--- src/rtl/receiver_controller.sv ---
// Receive-side byte capture: stores UART RX bytes in a ring buffer and lets the
// board keys browse the stored slots while status flags track overflow and framing errors.
module receiver_controller #(
   parameter int unsigned DEPTH = 8,
   parameter int unsigned IDX_W = 3
) (
   input  logic             clk_i,
   input  logic             rst_i,
   input  logic [7:0]       rx_data_i,
   input  logic             rx_valid_i,
   input  logic             rx_err_i,
   input  logic             s3_i,
   input  logic             s0_i,
   input  logic             s4_i,
   input  logic             s1_i,
   input  logic             s2_i,
   output logic [7:0]       view_data_o,
   output logic [IDX_W-1:0] view_index_o,
   output logic [IDX_W:0]   count_o,
   output logic             new_flag_o,
   output logic             overflow_o,
   output logic             frame_err_o
);

   localparam logic [IDX_W:0]   FullCnt = (IDX_W + 1)'(DEPTH);
   localparam logic [IDX_W-1:0] IdxOne  = IDX_W'(1);
   localparam logic [IDX_W:0]   CntOne  = (IDX_W + 1)'(1);

   logic [7:0]       ram_q [DEPTH];
   logic [7:0]       view_data_q;
   logic [IDX_W-1:0] wr_ptr_q, wr_ptr_d;
   logic [IDX_W-1:0] view_index_q, view_index_d;
   logic [IDX_W:0]   count_q, count_d;
   logic             follow_q, follow_d;
   logic             new_flag_q, new_flag_d;
   logic             overflow_q, overflow_d;
   logic             frame_err_q, frame_err_d;
   logic [4:0]       key_prev_q;
   logic [4:0]       keys, press;
   logic             s0_press, s1_press, s2_press, s3_press, s4_press;
   logic             write_en;

   assign keys  = {s4_i, s3_i, s2_i, s1_i, s0_i};
   assign press = keys & ~key_prev_q;
   assign {s4_press, s3_press, s2_press, s1_press, s0_press} = press;

   // Clear wins over a simultaneous byte; that byte is dropped.
   assign write_en = rx_valid_i & ~s2_press;

   always_comb begin
      wr_ptr_d     = wr_ptr_q;
      view_index_d = view_index_q;
      count_d      = count_q;
      follow_d     = follow_q;
      new_flag_d   = new_flag_q;
      overflow_d   = overflow_q;
      frame_err_d  = frame_err_q;

      // Sticky flags: an acknowledge clears, a same-edge set overrides it.
      if (s1_press) begin
         overflow_d  = 1'b0;
         frame_err_d = 1'b0;
      end
      if (rx_err_i) begin
         frame_err_d = 1'b1;
      end

      if (s2_press) begin
         wr_ptr_d     = '0;
         count_d      = '0;
         view_index_d = '0;
         new_flag_d   = 1'b0;
         follow_d     = 1'b1;
      end else begin
         if (write_en) begin
            wr_ptr_d = wr_ptr_q + IdxOne;
            if (count_q == FullCnt) begin
               overflow_d = 1'b1;
            end else begin
               count_d = count_q + CntOne;
            end
         end

         if (s4_press) begin
            follow_d     = 1'b1;
            new_flag_d   = 1'b0;
            view_index_d = wr_ptr_q - IdxOne;
         end else if (s3_press || s0_press) begin
            follow_d     = 1'b0;
            view_index_d = s3_press ? view_index_q + IdxOne : view_index_q - IdxOne;
            if (write_en) begin
               new_flag_d = 1'b1;
            end
         end else if (write_en) begin
            if (follow_q) begin
               view_index_d = wr_ptr_q;
            end else begin
               new_flag_d = 1'b1;
            end
         end
      end
   end

   always_ff @(posedge clk_i) begin
      if (rst_i) begin
         for (int unsigned i = 0; i < DEPTH; i++) begin
            ram_q[i] <= '0;
         end
         view_data_q  <= '0;
         wr_ptr_q     <= '0;
         view_index_q <= '0;
         count_q      <= '0;
         follow_q     <= 1'b1;
         new_flag_q   <= 1'b0;
         overflow_q   <= 1'b0;
         frame_err_q  <= 1'b0;
         // Keys held through reset must not register as presses.
         key_prev_q   <= '1;
      end else begin
         if (s2_press) begin
            for (int unsigned i = 0; i < DEPTH; i++) begin
               ram_q[i] <= '0;
            end
         end else if (write_en) begin
            ram_q[wr_ptr_q] <= rx_data_i;
         end
         view_data_q  <= ram_q[view_index_q];
         wr_ptr_q     <= wr_ptr_d;
         view_index_q <= view_index_d;
         count_q      <= count_d;
         follow_q     <= follow_d;
         new_flag_q   <= new_flag_d;
         overflow_q   <= overflow_d;
         frame_err_q  <= frame_err_d;
         key_prev_q   <= keys;
      end
   end

   assign view_data_o  = view_data_q;
   assign view_index_o = view_index_q;
   assign count_o      = count_q;
   assign new_flag_o   = new_flag_q;
   assign overflow_o   = overflow_q;
   assign frame_err_o  = frame_err_q;

endmodule

--- config.mk ---
export PLATFORM = sky130hd
export DESIGN_NAME = receiver_controller
export DESIGN_NICKNAME = d
export VERILOG_FILES = /design/src/rtl/receiver_controller.sv
export SDC_FILE = /design/constraint.sdc
export NUM_CORES = 1
export LEC_CHECK = 0
export ABC_AREA = 1
export BUFFER_PORTS_ARGS = -buffer_cell sky130_fd_sc_hd__clkbuf_2
export CORE_MARGIN = 2
export CORE_UTILIZATION = 55
export DETAILED_ROUTE_END_ITERATION = 10
export PLACE_DENSITY = 0.79
export SLEW_MARGIN = 20
export SYNTH_ARGS = -nofsm -noshare
export SYNTH_HDL_FRONTEND = slang
export SYNTH_SLANG_ARGS = --single-unit
--- constraint.sdc ---
create_clock -name clk_i -period 3.75 [get_ports clk_i]
set_input_delay 0.9375 -clock clk_i [delete_from_list [all_inputs] [get_ports clk_i]]
set_output_delay 0.9375 -clock clk_i [all_outputs]
set_load 0.005 [all_outputs]
# ---- Word-level counts from Yosys, hierarchy flattened
# Memories as Yosys holds them, arrays and structs flattened. A register that Yosys moved wholly into a read port is not among the register bits.
# Cells that the tools add are included.
dict set report word_totals {
  output_inout_bits 18
  reg_bits 19
  input_bits 17
  ramBits 64
  elab_cells 74
  memories 1
}
dict set report op_classes {
  n_bitwise 13
  eq_ne 2
  add_sub_neg 5
  n_reduce_logical 10
  n_mux 35
}
# memory depth word_bits read_ports rd_clocked_by_memory_dff write_ports line
set mem_list {}
lappend mem_list {ram_q 8 8 1 1 8 29} ;# logic [7:0] ram_q [DEPTH];
# cell count
set op_table {}
lappend op_table {{two-way mux 8 bit} 9}
lappend op_table {{two-way mux 1 bit} 20}
lappend op_table {{two-way mux 3 bit} 6}
lappend op_table {{bitwise OR 1 bit} 8}
lappend op_table {{OR reduction 8 bit} 1}
lappend op_table {{adder 3 x 1 -> 3 bit (second input constant)} 2}
lappend op_table {{AND reduction 2 bit} 3}
lappend op_table {{nonzero test 3 bit} 2}
lappend op_table {{subtractor 3 x 1 -> 3 bit (second input constant)} 2}
lappend op_table {{AND 5 bit} 1}
lappend op_table {{NOT 5 bit} 1}
lappend op_table {{adder 4 x 1 -> 4 bit (second input constant)} 1}
lappend op_table {{== test 4 bit (second input constant)} 1}
lappend op_table {{OR reduction 3 bit} 1}
lappend op_table {{!= test 2 x 1 -> 1 bit (second input constant)} 1}
lappend op_table {{NOT 1 bit} 2}
lappend op_table {{nonzero test 2 bit} 1}
lappend op_table {{OR reduction 2 bit} 1}
lappend op_table {{AND 1 bit} 1}
lappend op_table {{logical OR 1 bit} 1}

# ---- Depth between registers and ports, before layout
# Gate-level depths: netlist of the first run.
dict set report depth {
  depth_word 10
  ltp_mapped 11
}

# ---- Worst setup path after synthesis of the first run
# OpenSTA, ideal clock, no wires.
dict set report synth_timing {
  path_kind {input -> register}
  start {input s2_i}
  end {memory ram_q[0][0], enable pin}
  setup_time_ns 0.329
  cell_stages 7
  t_arrival_ns 1.732
  setup_slack_ns 1.689
  cell_sequence {nand2_2 -> nand2_4 -> inv_4 -> nand2_4 -> nor2_8 -> nand2_4 -> nand2_1}
}
# element line
set synth_rtl {}
lappend synth_rtl {{start, declared} 16} ;# input logic s2_i,
lappend synth_rtl {{end, declared} 29}

==> results of run 1 <==
per-layer routing:
metal | wire, microns | part of all wire (%) | vias to the layer above | track usage (%)
met4 | 160 | 1.8 | 0 | 5.26
met1 | 3620 | 41 | 1374 | 29.9
met2 | 4320 | 49 | 107 | 37.7
met3 | 666 | 7.6 | 17 | 5.78
li1 | - | - | 1479 | -
met5 | 0 | 0 | - | 0
synth_stat cells (all sizes together):
library cell	count
clkbuf	1
nand3	12
ha	4
fa	1
or2	3
o21ai	66
inv	34
nor3	1
xnor2	1
edfxtp	64
nor2	142
dfxtp	27
a21oi	9
buf	12
nand2	51
nand4	1
xor2	1
cells by family (layout without fill, tap and decap cells):
kind of cell	count (synthesis)	in the layout	share of synthesized area (%)
fa+ha+maj	5	5	1.72
simple gates	210	210	22.7
compound gates	75	75	9.23
flops	91	91	60.6
xor+xnor	2	2	0.431
buf+inv	47	86	5.32
area by class of cell:
| type | count | area [sq um] | share of cell area, % |
|---|---|---|---|
| clock buffer | 10 | 128 | 2.83 |
| clock inverter | 6 | 90.1 | 2.00 |
| inverter | 34 | 130 | 2.89 |
| multi-input combinational | 292 | 1390 | 30.8 |
| sequential | 91 | 2460 | 54.6 |
| tap | 99 | 124 | 2.75 |
| timing repair buffer | 36 | 185 | 4.11 |
stage by stage:
step           hold slack (ns)  util (%)
6_report                 0.465      62.5
2_1_floorplan            0.435         -
4_1_cts                  0.473      62.5
3_5_place_dp             0.453      59.5
5_1_grt                  0.510      62.5
3_3_place_gp             0.443      59.5
state kept, by name, summed over array words and instances, names as in the netlist:
signal and flops:
ram_q 64, view_data_o 8, key_prev_q 5, count_o 4
view_index_o 3, wr_ptr_q 3, follow_q 1, frame_err_o 1
new_flag_o 1, overflow_o 1
power breakdown:
group          total (mW)  switching [mW]  internal (mW)
combinational       0.274           0.187         0.0877
clock               0.724           0.349          0.375
sequential           1.17          0.0300           1.14
total                2.17           0.565           1.60
worst paths after layout:
| check | end | cells past startpoint | start | slack [ns] |
|---|---|---|---|---|
| worst max-delay path | ram_q[1][1] | 8 | rst_i | 1.49 |
| worst min register to register | new_flag_o | 2 | new_flag_o | 0.46 |
| worst max register to register | ram_q[1][1] | 8 | key_prev_q[2] | 1.87 |
| worst min-delay path | new_flag_o | 2 | new_flag_o | 0.46 |
tightest hold or removal path, stage by stage, from the launching register on:
cell	delay, ns
sky130_fd_sc_hd__dfxtp_1	0.33
sky130_fd_sc_hd__nand2_1	0.05
sky130_fd_sc_hd__o21ai_0	0.06
==> results.md, run 1 <==
* Maxcap violations at 0
* Area of the core at 7210 sq um
* Setup Buffers After CTS at 0
* Maximum number of pins on one net before global-route repair at 37
* Routed length per placed instance at 15.4 microns
* Insertion delay of the later-clocked pin in the worst-skew pair at roughly 0.36 ns
* Outcome: complete, no violations
* Ratio of cells with drive above 1 in the final layout at 15.1%
* Period Utilization, post-route at 60.4%
* Number of synthesized register bits at approximately 90
* Clock slew at reported path FFs at 0.09 ns
* Time the final worst path needs with I/O delays and setup at 2.26 ns
* Overall routing resource usage at 22.5%
* Number of DRC violations after detailed-routing iteration 0 at 357
* Number of ports placed on the die boundary at 35
* Top cells by area, synth: sky130_fd_sc_hd__edfxtp_1 47%, sky130_fd_sc_hd__dfxtp_1 13%, sky130_fd_sc_hd__nor2_1 13%, sky130_fd_sc_hd__o21ai_0 7.0%, sky130_fd_sc_hd__nand2_1 3.7%
* Largest clock skew in the final design at 0.00807 ns
* Remaining global-route overflow at 0
* Number of cells produced by synthesis at 430
* Buffers and inverters on the worst path at 3
* Kind of cell with the highest combined delay on the critical path: simple AND/OR/NAND/NOR gates
* Path category of the worst min-delay check: flip-flop to flip-flop
* Global-route wire length before repair at between 10000 and 15000 microns
* Total power of the final layout at between 2 and 2.5 mW
* Post-placement cell count at 552
* Final instance area at 4510 sq um
* Proportion of netlist area held by the largest area contributor at 47.3%
* Cell mode on critical path: sky130_fd_sc_hd__nand2_4
* Crit-path slowest cell: sky130_fd_sc_hd__nand2_1
* Row count at 31
* Arrival @ worst endpoint at between 2 and 2.5 ns
* Half-perimeter wire length after placement at 6150 microns
* Critical path, cell by cell: clkbuf_2, inv_2, nand2_4, inv_4, nand2_4, nor2_8, nand2_4, nand2_1
* TritonCTS clock tree: yes
* Largest vdd supply drop at 0.000365 V
* Detail Route Antenna Nets at 0
* Weighted congestion reported at the end of routability-driven placement at 0.868
* Antenna violations before repair at 1
* WS Path Type: input pin to flip-flop
* Kind of end point of the critical path: flip-flop
* Die span in x at 90.0 microns
* Largest stage delay on the critical path at about 0.32 ns
* Area added between synthesis and finish at 10.8%
* Post-route non-filler standard cell count at 568
* Residual DRC count at 0
* Number of fill cells in the layout at 605
* Cell chosen for the clock root: sky130_fd_sc_hd__clkbuf_8
* Warning count from the yosys run at 0
* H-tree level count at 3
* CP Data Required Time at 3.78 ns
* Max Transition Viols Final at 0
* Most used cells in the layout excluding fill and tap cells: 140 x sky130_fd_sc_hd__nor2_1, 64 x sky130_fd_sc_hd__edfxtp_1, 57 x sky130_fd_sc_hd__o21ai_0, 40 x sky130_fd_sc_hd__nand2_1, 34 x sky130_fd_sc_hd__clkbuf_2
* Final-layout setup total negative slack at 0 ns
* Tightest Pin Transition at 0.498 ns
* Maximum fanout along the worst path at 17
* Detailed-route via count at roughly 3000
* Place WS at between 1 and 1.5 ns
* Longest Clk Path Bufs at 2
* Total nets after synthesis at 452
* Library cell with the largest summed area after synthesis: sky130_fd_sc_hd__edfxtp_1
* Final setup violation count at 0
* Die area at 8100 sq um
* Worst-case setup margin in the final layout at 1.49 ns
* Most common library cell in the layout ignoring fill and taps: sky130_fd_sc_hd__nor2_1
* Total wire length after detailed routing at around 9000 microns
* Count of cell types in the netlist at 25
* Initial Util at between 50% and 60%
* Kind of launch point of the worst setup path: input pin
* Headroom to the max-slew limit at 66.7%
* Power Dens Cells at 481 nW/um^2
* Pre-antenna DRT Iters at 5
* Antenna cells at 0
* TritonCTS Sinks at 91
* Floorplan die height at 90.0 microns
* Placement Cell Area at ~4300 sq um
* Num CTS Buffers at 9
* Leak pwr at 2.03 nW
* Number of nets in the final layout at between 400 and 500
* Post-cts gate resize count at 0
* Syn_area_per_cell at 9.46 sq um
* Portion of the post-synthesis area used by sequential elements at approximately three fifths
* Via count of the first global-routing pass at 2763
* Vias per inst at 5.24
* Number of input and output port buffers inserted at 34
* Final Hold Fails at 0
* Setup repair after global routing missed its margin: false
* Max Clk Rate at 442 MHz
* Combined area of all synthesized cells at roughly 4000 sq um
* Count of hold buffers inserted by post-cts repair at 0
(Power assumes the default switching activity.)
==> run 2: changes to the inputs <==
--- a/config.mk
+++ b/config.mk
@@ -8,9 +8,9 @@
 export ABC_AREA = 1
 export BUFFER_PORTS_ARGS = -buffer_cell sky130_fd_sc_hd__clkbuf_2
 export CORE_MARGIN = 2
-export CORE_UTILIZATION = 55
+export CORE_UTILIZATION = 53
 export DETAILED_ROUTE_END_ITERATION = 10
-export PLACE_DENSITY = 0.79
+export PLACE_DENSITY = 0.8
 export SLEW_MARGIN = 20
 export SYNTH_ARGS = -nofsm -noshare
 export SYNTH_HDL_FRONTEND = slang
==> constraint.sdc (replaced) <==
create_clock -name clk_i -period 1.8 [get_ports clk_i]
set_input_delay 0.45 -clock clk_i [delete_from_list [all_inputs] [get_ports clk_i]]
set_output_delay 0.45 -clock clk_i [all_outputs]
set_load 0.005 [all_outputs]
==> run 2 against run 1 <==
Global-route usage decreased by 0.50 points. Sequential power increased by 110%. Combinational power increased by 120%. Largest cell class unchanged. Register-to-register slack got worse by 1.7 ns. Final cell count increased by 2.8%. Critical path depth decreased by 2. Sequential share of layout area decreased by 0.67 points. Core utilization decreased by 0.22 points. First-iteration DRC count decreased by 3.6%. Worst setup slack got worse by 1.3 ns.
==> results.md, run 2 (synthesized netlist as in run 1, its figures left out) <==
* TritonCTS clock tree: yes
* Register with the most flip-flops: ram_q
* Initial Util at 55.5% (-0.89 points)
* Final-layout setup total negative slack at 0 ns (unchanged)
* Headroom to the max-slew limit at 68.1% (+1.4 points)
* Die span in x at 91.6 microns (+1.8%)
* Maxcap violations at 0 (unchanged)
* Number of nets in the final layout at 502 (+3.3%)
* Largest stage delay on the critical path at 0.41 ns (+0.09 ns)
* TritonCTS Sinks at 91 (unchanged)
* Area used by sequential logic in the layout at 2460 sq um (unchanged)
* Maximum number of pins on one net before global-route repair at 24 (-35%)
* Half-perimeter wire length after placement at 6140 microns (-0.13%)
* Setup Buffers After CTS at 0 (unchanged)
* Share of power burned in combinational logic at 14.5% (+1.8 points)
* Total power of the final layout at 4.20 mW (+94%)
* Largest clock skew in the final design at 0.00802 ns (-0.0000496 ns)
* Leak pwr at 2.08 nW (+2.7%)
* Number of input and output port buffers inserted at 34 (unchanged)
* Antenna cells at 0 (unchanged)
* Time the final worst path needs with I/O delays and setup at roughly 1.7 ns
* Area added between synthesis and finish at 12.2%
* Kind of end point of the critical path: flip-flop
* Final Hold Fails at 0 (unchanged)
* Area of the core at 7330 sq um (+1.6%)
* Outcome: complete, no violations
* Num CTS Buffers at 9 (unchanged)
* Final setup violation count at 0 (unchanged)
* Total wire length after detailed routing at 8660 microns (-1.2%)
* Overall routing resource usage at 22.0% (-0.50 points)
* WS Path Type: flip-flop to flip-flop
* Largest vdd supply drop at 0.000475 V (+30%)
* Via count of the first global-routing pass at 2982 (+7.9%)
* Period Utilization, post-route at 91.8%
* Insertion delay of the later-clocked pin in the worst-skew pair at 0.36 ns (about the same)
* Antenna violations before repair at 0 (-1)
* Area occupied by multi-input gates at 1390 sq um (unchanged)
* Cell mode on critical path: sky130_fd_sc_hd__o21ai_0
* Most used cells in the layout excluding fill and tap cells: 140 x sky130_fd_sc_hd__nor2_1, 64 x sky130_fd_sc_hd__edfxtp_1, 57 x sky130_fd_sc_hd__o21ai_0, 40 x sky130_fd_sc_hd__nand2_1, 34 x sky130_fd_sc_hd__clkbuf_2
* Remaining global-route overflow at 0 (unchanged)
* Clock slew at reported path FFs at 0.08 ns (about the same)
* Routed length per placed instance at 14.8 microns (-3.9%)
* Power Dens Cells at 921 nW/um^2 (+91%)
* Ratio of cells with drive above 1 in the final layout at 17.3% (+2.2 points)
* Arrival @ worst endpoint at 1.95 ns (-0.34 ns)
* Internal power at 3.08 mW (+92%)
* Share of total power consumed by net switching at 26.8% (+0.77 points)
* Floorplan die height at 91.6 microns (+1.8%)
* CP Data Required Time at 2.10 ns (-1.68 ns)
* Flop pwr share at 57.8% (+3.8 points)
* Post-cts gate resize count at 0 (unchanged)
* Crit-path slowest cell: sky130_fd_sc_hd__dfxtp_1
* Residual DRC count at 0 (unchanged)
* Longest Clk Path Bufs at 2 (unchanged)
* Path category of the worst min-delay check: input pin to flip-flop
* Number of ports placed on the die boundary at 35 (unchanged)
* Tightest Pin Transition at 0.476 ns (-0.0213 ns)
* Pre-antenna DRT Iters at 5 (unchanged)
* Max Transition Viols Final at 0 (unchanged)
* Clock network fraction of total power at 27.7% (-5.7 points)
* Maximum fanout along the worst path at 23 (+6)
* Number of flip-flops under the largest register name at 64 (unchanged)
* Most common library cell in the layout ignoring fill and taps: sky130_fd_sc_hd__nor2_1
* Number of DRC violations after detailed-routing iteration 0 at 344 (-3.6%)
* Die area at 8390 sq um (+3.6%)
* Cell chosen for the clock root: sky130_fd_sc_hd__clkbuf_8
* Detail Route Antenna Nets at 0 (unchanged)
* Kind of launch point of the worst setup path: flip-flop
* Max Clk Rate at 605 MHz
* Setup repair after global routing missed its margin: false
* Post-layout utilization of the core at 62.2% (-0.22 points)
* H-tree level count at 3 (unchanged)
* Count of hold buffers inserted by post-cts repair at 0 (unchanged)
* Row count at 31 (unchanged)
* Weighted congestion reported at the end of routability-driven placement at 0.941 (+8.4%)
* Detailed-route via count at 3098 (+4.1%)
* Global-route wire length before repair at 14000 microns (about the same)
* Number of fill cells in the layout at 613 (+1.3%)
* Net switching component of the power at 1.13 mW (+99%)
* Critical path, cell by cell: buf_4, buf_4, o21ai_0, o21ai_0, o21ai_0, nor2_1
* Vias per inst at 5.30 (+1.2%)
## run 2: worst max-delay path, delay by kind of cell (launching register included)
family / cells / cell delay (ns)
AOI/OAI and AO/OA: 3 / 0.52
buffers and inverters: 2 / 0.52
DFF: 1 / 0.41
and+or+nand+nor: 1 / 0.13
## run 2: final timing paths
kind | from | endpoint | slack [ns] | cells past startpoint
setup / recovery | view_index_o[0] | view_data_o[4] | 0.15 | 6
hold / removal | s1_i | key_prev_q[1] | 0.27 | 3
setup reg to reg | view_index_o[0] | view_data_o[4] | 0.15 | 6
hold reg to reg | new_flag_o | new_flag_o | 0.47 | 2
## run 2: per-stage QoR
stage | area [sq um] | setup slack [ns] | hold slack (ns) | instances
CTS | 4560 | 0.184 | 0.267 | 584
global route | 4560 | 0.000466 | 0.282 | 584
floorplan | 4070 | 0.227 | 0.435 | 430
finish | 4560 | 0.147 | 0.273 | 584
detailed placement | 4410 | 0.0109 | 0.453 | 568
global placement | 4410 | 0.0957 | 0.453 | 568
## run 2: layout make-up
type | instances | share of cell area, %
sequential | 91 | 54.0
multi-input combinational | 292 | 30.4
timing repair buffer | 52 | 6.69
clock buffer | 13 | 3.04
inverter | 34 | 2.85
tap | 99 | 2.71
clock inverter | 3 | 0.329
## run 2: routing by layer
layer	track usage, %	share of wire [%]	wire, microns	vias to the layer above
li1	-	-	-	1511
met1	28.0	43	3690	1464
met2	36.6	49	4290	104
met3	4.56	5.6	487	19
met4	9.47	2.3	200	0
met5	0	0	0	-
## run 2: power by group through the flow
| stage | Sequential (mW) | Clock [mW] | Combinational (mW) |
|---|---|---|---|
| after floorplan | 2.47 | 0 | 0.396 |
| after global placement | 2.48 | 0 | 0.582 |
| after detailed placement | 2.48 | 0 | 0.603 |
| after CTS | 2.43 | 1.17 | 0.606 |
| after global routing | 2.44 | 1.27 | 0.684 |
| final | 2.43 | 1.16 | 0.608 |
